$ cat config.mk
export PLATFORM = sky130hd
export DESIGN_NAME = a2d_rr_intf
export DESIGN_NICKNAME = d
export VERILOG_FILES = /design/src/rtl/a2d_rr_intf.sv
export SDC_FILE = /design/constraint.sdc
export NUM_CORES = 1
export LEC_CHECK = 0
export ABC_AREA = 1
export BUFFER_PORTS_ARGS = -buffer_cell sky130_fd_sc_hd__buf_4
export CORE_MARGIN = 2
export CORE_UTILIZATION = 60
export DETAILED_ROUTE_END_ITERATION = 10
export PLACE_DENSITY_LB_ADDON = 0.15
export REMOVE_ABC_BUFFERS = 1
export SETUP_SLACK_MARGIN = 0.3
export SKIP_CTS_REPAIR_TIMING = 1
export SLEW_MARGIN = 20
export SYNTH_ARGS = -nofsm -noshare
export SYNTH_HDL_FRONTEND = slang
export SYNTH_SLANG_ARGS = --single-unit
$ cat constraint.sdc
create_clock -name clk -period 3.97 [get_ports clk]
set_input_delay 0.9925 -clock clk [delete_from_list [all_inputs] [get_ports clk]]
set_output_delay 0.9925 -clock clk [all_outputs]
set_load 0.02 [all_outputs]
$ cat src/rtl/a2d_rr_intf.sv
// rtl/a2d_rr_intf.sv - round-robin ADC128S SPI reader; A2D_BATT_CH_EN adds battery channel 6
module a2d_rr_intf (
    input  logic        clk,
    input  logic        rst_n,
    input  logic        nxt,
    input  logic        MISO,
    output logic [11:0] lft_ld,
    output logic [11:0] rght_ld,
    output logic [11:0] steer_pot,
    output logic [11:0] batt,
    output logic        cnv_cmplt,
    output logic        SS_n,
    output logic        SCLK,
    output logic        MOSI
);
    typedef enum logic [2:0] {IDLE, CMD, PAUSE, READ, DONE} state_t;

    localparam logic [4:0] DIV_LOAD = 5'b10111;

    state_t      r_state;
    logic [4:0]  r_sclk_div;
    logic [4:0]  r_bit_cnt;
    logic [15:0] r_shft;
    logic        r_miso;
    logic        r_porch;
    logic        r_ss_n;
    logic        r_cnv_cmplt;
    logic [1:0]  r_ptr;
    logic [11:0] r_lft;
    logic [11:0] r_rght;
    logic [11:0] r_steer;
`ifdef A2D_BATT_CH_EN
    logic [11:0] r_batt;
`endif

    logic [1:0]  w_ptr_nxt;
    logic [2:0]  w_chnl;
    logic [15:0] w_cmd;
    logic        w_last_shft;

    always_comb begin
        w_chnl = 3'd0;
        case (r_ptr)
            2'd0:    w_chnl = 3'd0;
            2'd1:    w_chnl = 3'd4;
            2'd2:    w_chnl = 3'd5;
            default: w_chnl = 3'd6;
        endcase
    end

    assign w_cmd = {2'b00, w_chnl, 11'h000};

`ifdef A2D_BATT_CH_EN
    assign w_ptr_nxt = r_ptr + 2'd1;
`else
    assign w_ptr_nxt = (r_ptr == 2'd2) ? 2'd0 : r_ptr + 2'd1;
`endif

    assign w_last_shft = (r_sclk_div == 5'b11111) && !r_porch && (r_bit_cnt == 5'd15);

    always_ff @(posedge clk or negedge rst_n) begin
        if (!rst_n) begin
            r_state     <= IDLE;
            r_sclk_div  <= DIV_LOAD;
            r_bit_cnt   <= 5'd0;
            r_shft      <= 16'h0000;
            r_miso      <= 1'b0;
            r_porch     <= 1'b1;
            r_ss_n      <= 1'b1;
            r_cnv_cmplt <= 1'b0;
            r_ptr       <= 2'd0;
            r_lft       <= 12'h000;
            r_rght      <= 12'h000;
            r_steer     <= 12'h000;
`ifdef A2D_BATT_CH_EN
            r_batt      <= 12'h000;
`endif
        end else begin
            r_cnv_cmplt <= 1'b0;
            case (r_state)
                IDLE: begin
                    if (nxt) begin
                        r_shft     <= w_cmd;
                        r_sclk_div <= DIV_LOAD;
                        r_bit_cnt  <= 5'd0;
                        r_porch    <= 1'b1;
                        r_state    <= CMD;
                    end
                end
                CMD, READ: begin
                    if (r_ss_n)
                        r_ss_n <= 1'b0;
                    if (r_sclk_div == 5'b01111)
                        r_miso <= MISO;
                    // Divider freezes at 31 on the last shift so SCLK never toggles as SS_n rises
                    if (w_last_shft) begin
                        r_shft    <= {r_shft[14:0], r_miso};
                        r_bit_cnt <= r_bit_cnt + 5'd1;
                        r_ss_n    <= 1'b1;
                        r_state   <= (r_state == CMD) ? PAUSE : DONE;
                    end else begin
                        r_sclk_div <= r_sclk_div + 5'd1;
                        if (r_sclk_div == 5'b11111) begin
                            r_porch <= 1'b0;
                            if (!r_porch) begin
                                r_shft    <= {r_shft[14:0], r_miso};
                                r_bit_cnt <= r_bit_cnt + 5'd1;
                            end
                        end
                    end
                end
                PAUSE: begin
                    r_shft     <= w_cmd;
                    r_sclk_div <= DIV_LOAD;
                    r_bit_cnt  <= 5'd0;
                    r_porch    <= 1'b1;
                    r_state    <= READ;
                end
                DONE: begin
                    case (r_ptr)
                        2'd0: r_lft   <= r_shft[11:0];
                        2'd1: r_rght  <= r_shft[11:0];
                        2'd2: r_steer <= r_shft[11:0];
                        default: begin
`ifdef A2D_BATT_CH_EN
                            r_batt <= r_shft[11:0];
`endif
                        end
                    endcase
                    r_cnv_cmplt <= 1'b1;
                    r_ptr       <= w_ptr_nxt;
                    r_state     <= IDLE;
                end
                default: r_state <= IDLE;
            endcase
        end
    end

    assign SS_n      = r_ss_n;
    assign SCLK      = r_ss_n | r_sclk_div[4];
    assign MOSI      = r_shft[15];
    assign cnv_cmplt = r_cnv_cmplt;
    assign lft_ld    = r_lft;
    assign rght_ld   = r_rght;
    assign steer_pot = r_steer;
`ifdef A2D_BATT_CH_EN
    assign batt      = r_batt;
`else
    assign batt      = 12'h000;
`endif

endmodule

==> summary.txt <==
Clocking
  • TritonCTS Buffers: 9
  • Clk sink count: 71
  • Clock buffer depth: 2
  • Clock transition at the registers of the reported paths: 0.07 ns
  • CTS root buf: clkbuf_8
  • Clock Latency Late Sink: 0.34 ns
  • H-tree levels: 3
  • CTS tree: done

Cells and area
  • Commonest cells after routing, fill and taps aside: 82 x nand2_1, 65 x dfrtp_1, 43 x buf_4
  • ANT cells: 0
  • Commonest non-fill, non-tap cell in the layout: nand2_1
  • Layout area overhead: 14.25%
  • Share of layout cells above drive strength 1: 0.3104
  • Non-Filler Instances: 434
  • Fin nets: 368
  • Layout Cell Area excl Fill: 3642 um^2
  • Fill count: 377

STA
  • Final Worst Setup Slack: 1.629 ns
  • Fin crit period: 2.341 ns
  • Max Fclk: 0.4273 GHz
  • Final Setup Violations: 0
  • Post-Route Skew: 0.006646 ns
  • RSZ-0062 raised after global routing: false
  • Hold_ws: 0.4834 ns
  • Rel. slew slack: 0.4259
  • Period utilization: 0.5896
  • Final Hold Vio Count: 0
  • Setup TNS Final: 0 ns
  • Worst-margin pin slew: 0.8611 ns
  • Final Max Slew Viols: 0

Hold path
  • Hold Crit Class: register to register
  • Min-Delay Path Depth: 2

Detailed routing
  • Initial DRC count: 153
  • Via count: 2195
  • First-pass detailed-route iteration total: 4
  • Vias per cell: 5.058
  • Antenna Violating Nets Remaining: 0
  • Drt total wl: 5506 um
  • DR DRC count: 0
  • DR WL/cell: 12.69 um

Global route
  • Pin count of the biggest net entering global routing: 72
  • Vias in the first global route: 2012
  • GR Util All Layers: 0.2032
  • Initial antenna violation count: 0
  • First-pass GRT wire length: 9425 um
  • GRT overflow: 0

Pwr
  • Pwr/cell area: 360.8 nW/um^2
  • Lkg Pwr: 1.895 nW
  • Worst-case vdd ir drop: 0.2842 mV

Placed design
  • Final GP Congestion: 0.7792
  • Port bufs: 43
  • Placed Instance Area: 3445 um^2
  • Post-DP HPWL: 3531 um
  • Pre-CTS WS: 1.559 ns
  • DP Cell Count: 418

Die
  • Die X: 76.90 um
  • Initial Utilization: 0.6242
  • Core ar.: 5107 um^2
  • Die ar.: 5913 um^2
  • I/O Pins: 56
  • Die H: 76.90 um
  • Rows: 26

Logic synthesis
  • Seq/Total Area, Yosys: 0.5597
  • Post-synthesis cell count: 317
  • Number of synthesized flops with an enable pin: 0
  • Asr flop ratio synth: 1.000
  • Mean Syn Cell Area: 10.06 um^2
  • Ys flop type: dfrtp_1
  • Netlist cell types: 26
  • Synthesized area: 3188 um^2
  • Register bit count reported by yosys: 71
  • Synth Warn #: 0

Job
  • Max-Cap Viols: 0

Critical path
  • Worst Path Required: 4.24 ns
  • CP arrival: 2.61 ns
  • Critical path type: register to register
  • Setup crit start kind: register
  • CP endpoint kind: register
  • Reg2Reg Depth: 10
  • Worst Path Max Fanout: 22

Status
  • Status: finished clean
## state kept, by name (all words and copies together), names as in the netlist, 2 cells and up
name	flops
steer_pot	12
r_state	3
r_sclk_div	5
r_shft	16
r_ptr	2
rght_ld	12
lft_ld	12
r_bit_cnt	5
## layout make-up
class                           instances  area (um^2)  area share
Tap cell                               70        87.58     0.02405
Timing Repair Buffer                   43        322.8     0.08863
Multi-Input combinational cell        207         1144      0.3140
Clock buffer                           10        137.6     0.03779
Clock inverter                          6        60.06     0.01649
Inverter                               27        106.4     0.02920
Sequential cell                        71         1784      0.4899
## synthesized netlist by cell type (2+ instances only)
cell type  number  area, um^2
nand4_1         2       12.51
nand3_1        24       120.1
nand2_4         4       45.04
inv_1          26       97.59
nor2_1          9       33.78
a21oi_1         3       15.01
nand2_1        82       307.8
o22ai_1         8       50.05
ha_1            5       62.56
dfrtp_1        65        1627
nand2_2         3       18.77
buf_2           3       15.01
dfstp_2         6       157.7
o21ai_0         8       40.04
buf_4          12       90.09
buf_6           8       90.09
o21ai_1         3       15.01
nor3_1          2       10.01
o21ai_2        37       324.1
## cell families after synthesis
family,Yosys count,share of synthesized area
AO/OA/AOI/OAI,60,0.1417
flip-flops,71,0.5597
buffers and inverters,50,0.09458
other,1,0.001176
AND/OR/NAND/NOR,130,0.1833
adder cells (fa/ha/maj),5,0.01962
## worst paths after layout
path,start,endpoint,slack (ns)
worst max-delay path,r_sclk_div[0],r_shft[14],1.63
worst min-delay path,steer_pot[10],steer_pot[10],0.48
worst max register to register,r_sclk_div[0],r_shft[14],1.63
worst min register to register,steer_pot[10],steer_pot[10],0.48
max in group asynchronous,rst_n,r_shft[4],2.65
min in group asynchronous,rst_n,lft_ld[8],0.76
## critical path, stage by stage (launching register included)
cell and delay (ns):
dfstp_2 0.57, ha_1 0.18, inv_1 0.06, nor3_1 0.21, ha_1 0.20, inv_1 0.05
nor2_2 0.21, nand2_4 0.19, nand2_2 0.36, nand3_1 0.16, nand2_1 0.09
## power by group
part	switching [mW]	total (mW)	internal, mW
registers	0.000295	0.724	0.724
clock network	0.260	0.564	0.304
logic	0.0241	0.0262	0.00211
## per-stage QoR
stage,utilization,total power [mW]
2_1_floorplan,-,0.7482
3_3_place_gp,0.6744,0.7645
3_5_place_dp,0.6744,0.7647
4_1_cts,0.7131,1.329
5_1_grt,0.7131,1.365
6_report,0.7131,1.314
## metal layers
layer,share of wire,GRT usage,up-vias
met1,0.47,0.2748,1033
met2,0.48,0.3202,52
met4,0.0060,0.05455,0
met3,0.043,0.06353,4
met5,0,0,-
li1,-,-,1106
Note: power is estimated with default switching activity, not from simulation.
